[config.mk]
export PLATFORM = sky130hd
export DESIGN_NAME = vdot_result_packer_flat
export DESIGN_NICKNAME = d
export VERILOG_FILES = /design/src/rtl/vdot_result_packer_pkg.sv /design/src/rtl/vdot_result_packer_if.sv /design/src/rtl/vdot_result_packer.sv /design/src/flat_wrapper.sv
export SDC_FILE = /design/constraint.sdc
export NUM_CORES = 1
export LEC_CHECK = 0
export CELL_PAD_IN_SITES_DETAIL_PLACEMENT = 0
export CELL_PAD_IN_SITES_GLOBAL_PLACEMENT = 1
export CORE_ASPECT_RATIO = 0.6
export CORE_MARGIN = 8
export CORE_UTILIZATION = 35
export CTS_CLUSTER_DIAMETER = 100
export CTS_CLUSTER_SIZE = 16
export DETAILED_ROUTE_END_ITERATION = 16
export PLACE_DENSITY = 0.84
export SKIP_CTS_REPAIR_TIMING = 1
export SYNTH_ARGS = -nofsm -noshare
export SYNTH_HDL_FRONTEND = slang
export SYNTH_SLANG_ARGS = --single-unit
[constraint.sdc]
create_clock -name Clk -period 3 [get_ports Clk]
set_clock_uncertainty 0.2 [all_clocks]
set_input_delay 0.75 -clock Clk [delete_from_list [all_inputs] [get_ports Clk]]
set_output_delay 0.75 -clock Clk [all_outputs]
set_load 0.005 [all_outputs]
[src/rtl/vdot_result_packer_pkg.sv]
// Shared definitions for the FP16 dot-product result path: sizes and the
// packer state encoding, which the dot unit and writeback control reuse.
package vdot_result_packer_pkg;

   localparam int FP16_W    = 16;
   localparam int LANES_DEF = 16;
   localparam int WIDTH_DEF = FP16_W;

   typedef enum logic [1:0] {
      ST_EMPTY = 2'd0,
      ST_FILL  = 2'd1,
      ST_FULL  = 2'd2
   } state_e;

endpackage

[src/rtl/vdot_result_packer_if.sv]
// Result-capture and vector-writeback signals of the packer, bundled so the
// dot unit, the packer and the writeback stage share one definition.
interface vdot_result_packer_if
   import vdot_result_packer_pkg::*;
#(
   parameter int LANES = LANES_DEF,
   parameter int WIDTH = WIDTH_DEF
);
   localparam int CW = $clog2(LANES) + 1;

   logic                   clear;
   logic [WIDTH-1:0]       res_in;
   logic                   res_v;
   logic                   res_write;
   logic [LANES*WIDTH-1:0] vec_out;
   logic [LANES-1:0]       vec_ovf;
   logic                   vec_valid;
   logic                   vec_ready;
   logic [CW-1:0]          lane_cnt;
   logic                   overrun;

   // master: result producer plus writeback consumer side
   modport master (
      output clear, res_in, res_v, res_write, vec_ready,
      input  vec_out, vec_ovf, vec_valid, lane_cnt, overrun
   );

   modport slave (
      input  clear, res_in, res_v, res_write, vec_ready,
      output vec_out, vec_ovf, vec_valid, lane_cnt, overrun
   );

endinterface

[src/rtl/vdot_result_packer.sv]
// Packs LANES successive scalar dot results into one vector, holds it for a
// valid/ready writeback, and tracks per-lane overflow plus sticky overrun.
module vdot_result_packer
   import vdot_result_packer_pkg::*;
#(
   parameter int LANES = LANES_DEF,
   parameter int WIDTH = WIDTH_DEF
)(
   input  logic                 Clk,
   input  logic                 Rst,
   vdot_result_packer_if.slave  bus
);
   localparam int CW = $clog2(LANES) + 1;

   state_e           r_state;
   state_e           w_state_next;
   logic [CW-1:0]    r_cnt;
   logic [CW-1:0]    w_cnt_next;
   logic             r_overrun;
   logic             w_overrun_next;
   logic [WIDTH-1:0] r_lane [LANES];
   logic             r_ovf  [LANES];
   logic [LANES-1:0] w_we;
   logic             w_full;
   logic             w_hs;
   logic             w_zero;

   assign w_full = (r_state == ST_FULL);
   assign w_hs   = w_full & bus.vec_ready;
   assign w_zero = bus.clear | w_hs;

   // Lane write-enable decode; a write coinciding with the handshake lands in lane 0
   generate
      for (genvar gi = 0; gi < LANES; gi++) begin : g_lane
         assign w_we[gi] = ~bus.clear & bus.res_write &
                           ((~w_full & (r_cnt == CW'(gi))) | (w_hs & (gi == 0)));

         always_ff @(posedge Clk) begin
            if (Rst) begin
               r_lane[gi] <= '0;
               r_ovf[gi]  <= 1'b0;
            end else if (w_we[gi]) begin
               r_lane[gi] <= bus.res_in;
               r_ovf[gi]  <= bus.res_v;
            end else if (w_zero) begin
               r_lane[gi] <= '0;
               r_ovf[gi]  <= 1'b0;
            end
         end

         assign bus.vec_out[gi*WIDTH +: WIDTH] = r_lane[gi];
         assign bus.vec_ovf[gi]                = r_ovf[gi];
      end
   endgenerate

   always_ff @(posedge Clk) begin
      if (Rst) begin
         r_state   <= ST_EMPTY;
         r_cnt     <= '0;
         r_overrun <= 1'b0;
      end else begin
         r_state   <= w_state_next;
         r_cnt     <= w_cnt_next;
         r_overrun <= w_overrun_next;
      end
   end

   always_comb begin
      w_state_next   = r_state;
      w_cnt_next     = r_cnt;
      w_overrun_next = r_overrun;
      if (bus.clear) begin
         w_state_next = ST_EMPTY;
         w_cnt_next   = '0;
      end else begin
         case (r_state)
            ST_EMPTY, ST_FILL: begin
               if (bus.res_write) begin
                  w_cnt_next   = r_cnt + 1'b1;
                  w_state_next = (r_cnt == CW'(LANES - 1)) ? ST_FULL : ST_FILL;
               end
            end
            ST_FULL: begin
               if (w_hs) begin
                  w_state_next = bus.res_write ? ST_FILL : ST_EMPTY;
                  w_cnt_next   = bus.res_write ? CW'(1) : '0;
               end else if (bus.res_write) begin
                  w_overrun_next = 1'b1;
               end
            end
            default: begin
               w_state_next = ST_EMPTY;
               w_cnt_next   = '0;
            end
         endcase
      end
   end

   assign bus.vec_valid = w_full;
   assign bus.lane_cnt  = r_cnt;
   assign bus.overrun   = r_overrun;

endmodule

[src/flat_wrapper.sv]
// flat-port wrapper written by rule: the top's interface ports become plain ports
module vdot_result_packer_flat import vdot_result_packer_pkg::*;
#(
   parameter int LANES = LANES_DEF,
   parameter int WIDTH = WIDTH_DEF
)
  (Clk, Rst, bus_clear, bus_res_in, bus_res_v, bus_res_write, bus_vec_ready, bus_vec_out, bus_vec_ovf, bus_vec_valid, bus_lane_cnt, bus_overrun);
  vdot_result_packer_if #(.LANES(LANES), .WIDTH(WIDTH)) bus_i ();
  input  logic Clk;
  input  logic Rst;
  input wire logic [$bits(bus_i.clear)-1:0] bus_clear;
  input wire logic [$bits(bus_i.res_in)-1:0] bus_res_in;
  input wire logic [$bits(bus_i.res_v)-1:0] bus_res_v;
  input wire logic [$bits(bus_i.res_write)-1:0] bus_res_write;
  input wire logic [$bits(bus_i.vec_ready)-1:0] bus_vec_ready;
  output wire logic [$bits(bus_i.vec_out)-1:0] bus_vec_out;
  output wire logic [$bits(bus_i.vec_ovf)-1:0] bus_vec_ovf;
  output wire logic [$bits(bus_i.vec_valid)-1:0] bus_vec_valid;
  output wire logic [$bits(bus_i.lane_cnt)-1:0] bus_lane_cnt;
  output wire logic [$bits(bus_i.overrun)-1:0] bus_overrun;
  assign bus_i.clear = bus_clear;
  assign bus_i.res_in = bus_res_in;
  assign bus_i.res_v = bus_res_v;
  assign bus_i.res_write = bus_res_write;
  assign bus_i.vec_ready = bus_vec_ready;
  assign bus_vec_out = bus_i.vec_out;
  assign bus_vec_ovf = bus_i.vec_ovf;
  assign bus_vec_valid = bus_i.vec_valid;
  assign bus_lane_cnt = bus_i.lane_cnt;
  assign bus_overrun = bus_i.overrun;
  vdot_result_packer #(.LANES(LANES), .WIDTH(WIDTH)) u_core (.Clk(Clk), .Rst(Rst), .bus(bus_i));
endmodule
==> metrics.txt <==
# TYPE chip_impl_metric gauge
chip_impl_metric{name="worst-slew-pin-transition",unit="ns"} 0.685
chip_impl_metric{name="synth.yosys.warnings",unit=""} 0
chip_impl_metric{name="power-per-cell-area",unit="nW/um^2"} 510
chip_impl_metric{name="max-cap-violations",unit=""} 0
chip_impl_metric{name="routedWlPerCell",unit="um"} 23.9
chip_impl_metric{name="detailedRoute.firstPassIterationCount",unit=""} 5
chip_impl_info{name="cp-end-kind",value="primary output"} 1
chip_impl_metric{name="final_min_period",unit="ns"} 2.84
chip_impl_metric{name="syn-num-nets",unit=""} 787
chip_impl_metric{name="routed_wl",unit="um"} 35700
chip_impl_info{name="slowest_stage",value="clkdlybuf4s50_1"} 1
chip_impl_metric{name="globalRoute.totalOverflow",unit=""} 0
chip_impl_info{name="critPathTopFamily",value="buffers and inverters"} 1
chip_impl_metric{name="pre_cts_ws",unit="ns"} 0.00138
chip_impl_metric{name="via_count_of_the_first_global_routing_pass",unit=""} 7320
chip_impl_metric{name="reg2reg_setup_slack",unit="ns"} 0.74
chip_impl_metric{name="initial_core_util",unit="%"} 35.3
chip_impl_metric{name="post_route_cells_drive_above_1_share",unit="%"} 9.51
chip_impl_info{name="synth_ff_type",value="edfxtp_1"} 1
chip_impl_metric{name="route.vias.total",unit=""} 7404
chip_impl_info{name="path_cells",value="nand2b_2, inv_2, clkdlybuf4s50_1"} 1
chip_impl_metric{name="cp_max_stage_delay",unit="ns"} 0.57
chip_impl_metric{name="area.growth.synth_to_final",unit="%"} 40.4
chip_impl_metric{name="fp.coreArea",unit="um^2"} 30900
chip_impl_metric{name="power.static_leakage",unit="nW"} 5.78
chip_impl_metric{name="cts_inserted_buffers",unit=""} 21
chip_impl_info{name="clock-root-buffer",value="clkbuf_16"} 1
chip_impl_metric{name="grt_antenna_before_repair",unit=""} 3
chip_impl_info{name="worstSetupStartpointType",value="register"} 1
chip_impl_metric{name="finalWorstSetupSlack",unit="ns"} 0.164
chip_impl_metric{name="setup_viol",unit=""} 0
chip_impl_metric{name="critical_path.max_fanout",unit=""} 8
chip_impl_metric{name="port_buffers",unit=""} 300
chip_impl_metric{name="max_rail_drop_vdd",unit="V"} 0.000325
chip_impl_info{name="grt.busiest_layer",value="met2"} 1
chip_impl_metric{name="ios",unit=""} 301
chip_impl_info{name="cts_tree",value="done"} 1
chip_impl_info{name="layout.cells.most_common",value="clkdlybuf4s50_1"} 1
chip_impl_metric{name="antenna_violating_nets_post_route",unit=""} 0
chip_impl_info{name="timing.rr.end",value="u_core.r_lane[1][118]"} 1
chip_impl_metric{name="fmax",unit="MHz"} 353
chip_impl_metric{name="fp.dieH",unit="um"} 153
chip_impl_metric{name="maximum_number_of_pins_on_one_net_before_global_route_repair",unit=""} 52
chip_impl_metric{name="synth-edff-count",unit=""} 272
chip_impl_metric{name="critical_path_required",unit="ns"} 2.05
chip_impl_metric{name="reg2regPathDepth",unit=""} 6
chip_impl_metric{name="clkSinkCount",unit=""} 280
chip_impl_metric{name="postSynth.asyncResetShare",unit="%"} 0
chip_impl_metric{name="clock_tree.buffer_depth",unit=""} 3
chip_impl_metric{name="clk_pin_slew_worst_setup_hold_paths",unit="ns"} 0.08
chip_impl_metric{name="critical_path.n_buffers_inverters",unit=""} 2
chip_impl_metric{name="finalWeightedCongestion",unit=""} 0.839
chip_impl_metric{name="htree_num_levels",unit=""} 1
chip_impl_metric{name="grt_usage",unit="%"} 18.3
chip_impl_metric{name="mappedNetlistArea",unit="um^2"} 10900
chip_impl_metric{name="post-route-period-util",unit="%"} 94.5
chip_impl_metric{name="timing.hold.worst_path_depth",unit=""} 2
chip_impl_metric{name="placementRows",unit=""} 50
chip_impl_metric{name="dieArea",unit="um^2"} 37200
chip_impl_metric{name="gr-usage-met2",unit="%"} 28.8
chip_impl_metric{name="synthesis.area_per_instance",unit="um^2"} 14.3
chip_impl_info{name="layout_common_cells",value="clkdlybuf4s50_1, edfxtp_1, nor2_1"} 1
chip_impl_info{name="synth_top_cell_by_area",value="edfxtp_1"} 1
chip_impl_metric{name="dr.first_iter.drc_count",unit=""} 699
chip_impl_metric{name="seq_area_frac_synth",unit="%"} 76.4
chip_impl_metric{name="global_route_wire_length_before_repair",unit="um"} 51300
chip_impl_metric{name="use_met3",unit="%"} 5.93
chip_impl_info{name="start_of_the_worst_register_to_register_path",value="u_core.bus.lane_cnt[0]"} 1
chip_impl_metric{name="syn_inst",unit=""} 760
chip_impl_metric{name="die_width",unit="um"} 244
chip_impl_metric{name="insertion_delay",unit="ns"} 0.52
chip_impl_metric{name="detailedPlacementHpwl",unit="um"} 25500
chip_impl_metric{name="final-max-slew-violation-count",unit=""} 0
chip_impl_metric{name="yosysTopAreaCellShare",unit="%"} 74.9
chip_impl_info{name="cp-startpoint",value="u_core.r_state[1]"} 1
chip_impl_metric{name="total_power",unit="mW"} 7.80
chip_impl_metric{name="global_route.usage.met1",unit="%"} 24.8
chip_impl_metric{name="arrival_time_reported_for_the_critical_path_endpoint",unit="ns"} 1.89
chip_impl_info{name="synth_top_cells_by_area",value="edfxtp_1, and3_1, nor2_1, nand4_1, dfxtp_1"} 1
chip_impl_metric{name="detail_route.vias_per_cell",unit=""} 4.97
chip_impl_info{name="hp-class",value="register to register"} 1
chip_impl_metric{name="post-route-drc-count",unit=""} 0
chip_impl_info{name="hold-path-endpoint",value="u_core.bus.lane_cnt[4]"} 1
chip_impl_info{name="status",value="complete, no violations"} 1
chip_impl_metric{name="nNetsFinal",unit=""} 1094
chip_impl_metric{name="ys_ff_latch",unit=""} 280
chip_impl_info{name="setup_repair_after_global_routing_missed_its_margin",value="false"} 1
chip_impl_info{name="timing.hold.worst.start",value="u_core.bus.lane_cnt[4]"} 1
chip_impl_metric{name="hold_viol",unit=""} 0
chip_impl_metric{name="maxSlewHeadroom",unit="%"} 54.2
chip_impl_metric{name="synthDistinctLibCells",unit=""} 36
chip_impl_info{name="critical_path_class",value="register to primary output"} 1
report_power, final:
part           internal [mW]  leakage [nW]  switching [mW]
logic                  0.372          2.41           0.343
clock network           1.28         0.275            1.31
registers               4.43          3.10          0.0619
worst register-to-register path: cells and delay by family (launching register included):
family | cells | cell delay, ns
AND/OR/NAND/NOR | 4 | 0.98
flip-flops | 1 | 0.50
adder cells (fa/ha/maj) | 2 | 0.44
stage by stage:
stage | hold slack (ns) | utilization, % | TNS [ns] | instances | cell area (um^2)
after CTS | 0.360 | 49.5 | 0 | 1489 | 15300
after global placement | 0.348 | 47.7 | 0 | 1460 | 14700
after floorplan | 0.260 | - | -31.76 | 760 | 10900
after detailed placement | 0.346 | 47.7 | 0 | 1460 | 14700
after global routing | 0.375 | 49.5 | 0 | 1489 | 15300
final | 0.360 | 49.5 | 0 | 1491 | 15300
flip-flops by register name, indices dropped and copies added (netlist names):
| signal | count |
|---|---|
| u_core.r_lane | 256 |
| u_core.r_ovf | 16 |
| u_core.bus.lane_cnt | 5 |
| u_core.r_state | 2 |
| u_core.bus.overrun | 1 |
cells by family after synthesis:
logic type      after synthesis  synth area share [%]
buf+inv                      75                  3.38
fa+ha+maj                     5                 0.574
flops                       280                  76.4
simple gates                351                  17.2
compound gates               49                  2.43
per-layer routing:
layer	routed length [um]	vias up
met5	0	-
met4	694	0
met3	3270	35
met2	16300	301
met1	15500	3688
li1	-	3380
layout make-up:
type / count / area (um^2)
Antenna cell: 2 / 5.00
Clock buffer: 27 / 548
Clock inverter: 2 / 17.5
Fill cell: 2683 / 15600
Inverter: 6 / 22.5
Multi-Input combinational cell: 405 / 2260
Sequential cell: 280 / 8330
Tap cell: 416 / 520
Timing Repair Buffer: 353 / 3600
synth_stat cells, types with 3 or more instances:
library cell and count:
buf_4 17, nand4_1 34, nand3_1 8, nand2_1 8
inv_1 5, and3_1 106, buf_1 3, edfxtp_1 272
nor2b_1 3, nand2b_1 18, ha_1 5, and2_1 20
buf_2 18, clkbuf_1 31, nor2_1 141, a21oi_1 22
o21ai_0 20, dfxtp_1 8
worst max path at each step:
stage | to | slack (ns) | cells past startpoint
final | bus_vec_valid | 0.16 | 3
after CTS | bus_vec_valid | 0.14 | 3
after global routing | bus_vec_valid | 0.07 | 3
after global placement | u_core.r_lane[1][106] | 0.07 | 5
after floorplan | u_core.r_lane[1][100] | -0.22 | 4
after detailed placement | u_core.r_lane[1][106] | 0.001 | 5
Note: power is estimated with default switching activity, not from simulation.
==> variant: new RTL, same settings <==
The package constant `LANES_DEF` goes from 16 to 8.
--- a/src/rtl/vdot_result_packer_pkg.sv
+++ b/src/rtl/vdot_result_packer_pkg.sv
@@ -4,5 +4,5 @@
 
    localparam int FP16_W    = 16;
-   localparam int LANES_DEF = 16;
+   localparam int LANES_DEF = 8;
    localparam int WIDTH_DEF = FP16_W;
 
Interface: changed (resized bus_lane_cnt, bus_vec_out and bus_vec_ovf); port bits go from 301 to 164. The function was not compared with the original's and may differ.
==> variant against the unedited design <==
- worst hold slack got worse by 71 ps
- routed wire length shrank 56%
- clock power is 22% lower
- first-iteration DRC count decreased by 63%
- synthesized area down 48%
- total power down 40%
- utilization up 2.6 points
- combinational power decreased by 49%
- setup slack worse by 4.2 ps
- design area shrank 45%
- sequential cell count down 137
- synthesized cell count shrank 53%
- via count down 51%
==> variant: results <==
{
  "status": "complete, no violations",
  "synthesis.nets": 383,
  "synth_compound_area_frac": 0.0205,
  "antenna_found_initial": 2,
  "p_leak_nw": 3.11,
  "clkTransAtPathRegs_ps": 60,
  "htreeDepth": 4,
  "diodes": 0,
  "slew_headroom": 0.498,
  "first_pass_iters": 5,
  "place_ws_ps": 100,
  "grt_pass1_wl_um": 23400,
  "dpl-instance-area_mm2": 0.00780,
  "worstPathArrival_ps": 1890,
  "wl_per_cell_um": 20.3,
  "r2r_cells": 5,
  "cap_violations": 0,
  "track_usage": 0.150,
  "largest_reg_flops": 128,
  "vias": 3596,
  "clock_latency_ps": 400,
  "worst-path-max-fanout": 8,
  "syn_inst": 357,
  "ys_types": 31,
  "dr.first_iter.drc_count": 260,
  "async_flop_share": 0,
  "synth_area_leaders": "edfxtp_1 (72%), and2_1 (13%), nor4b_4 (2.5%), dfxtp_1 (2.5%), nor3b_1 (2.4%)",
  "grt_pass1_vias": 3726,
  "yosys_warnings": 0,
  "placedCellCount": 738,
  "synth_fa_ha_area_frac": 0.00880,
  "synth.mux.area_fraction": 0.00176,
  "regMostFlops": "u_core.r_lane",
  "synth_xor_area_frac": 0.00154,
  "portBuffers": 163,
  "cts_buffer_depth": 2,
  "hp-class": "reg -> reg",
  "synth-main-ff-cell": "edfxtp_1",
  "vdd_drop_max_mv": 0.335,
  "gp_congestion": 0.825,
  "synth_edf_count": 136,
  "fin_cells": 770,
  "cts-root-buf": "clkbuf_16",
  "numCtsBuffers": 17,
  "yosysSeqAreaShare": 0.743,
  "worstHoldPathCells": 2,
  "drive_gt1_frac": 0.119,
  "synthTopCellsByCount": "edfxtp_1 (136), and2_1 (119), nor3b_1 (18)",
  "hpwl_um": 11700,
  "final_nets": 574,
  "grt_start_max_net_pins": 18
}
==> variant: report_power, final <==
| group | total (mW) | switching [mW] | internal [mW] |
|---|---|---|---|
| Sequential | 2.30 | 0.0316 | 2.26 |
| Clock | 2.01 | 0.906 | 1.10 |
| Combinational | 0.368 | 0.163 | 0.204 |
| Total | 4.67 | 1.10 | 3.57 |
==> variant: worst paths after layout <==
| path | slack [ps] | from | endpoint |
|---|---|---|---|
| setup / recovery | 160 | u_core.r_state[1]$_SDFFE_PP0P_ | bus_vec_valid |
| hold / removal | 290 | u_core.bus.overrun$_SDFFE_PP0P_ | u_core.bus.overrun$_SDFFE_PP0P_ |
| setup reg to reg | 970 | u_core.bus.lane_cnt[0]$_SDFFE_PP0P_ | u_core.r_lane[1][50]$_SDFFCE_PP0P_ |
| hold reg to reg | 290 | u_core.bus.overrun$_SDFFE_PP0P_ | u_core.bus.overrun$_SDFFE_PP0P_ |
==> variant: through the flow <==
stage	power, mW	setup TNS (ps)
6_report	4.67	0
5_1_grt	4.83	0
4_1_cts	4.72	-21.2
3_5_place_dp	2.71	0
3_3_place_gp	2.71	0
2_1_floorplan	2.41	-8380
==> variant: final cells by class <==
cell class	count	area, µm²
clock buffers	17	425
clock inverters	15	149
fillers	1311	7700
inverters	5	21.3
multi-input cells	197	1390
flip-flops and latches	143	4220
well taps	209	262
repair buffers	184	1910
==> variant: layer usage <==
layer	vias up	share of wire	wire, µm	global-route usage
met3	6	0.084	1320	0.0530
met5	-	0	0	0
met1	1785	0.45	7090	0.201
li1	1664	-	-	-
met4	0	0.0050	78	0.0378
met2	141	0.46	7160	0.231
==> variant: critical path, stage by stage (launching register included) <==
cell and delay (ps):
dfxtp_1 500, nand2b_2 200, inv_4 230, clkdlybuf4s50_1 560
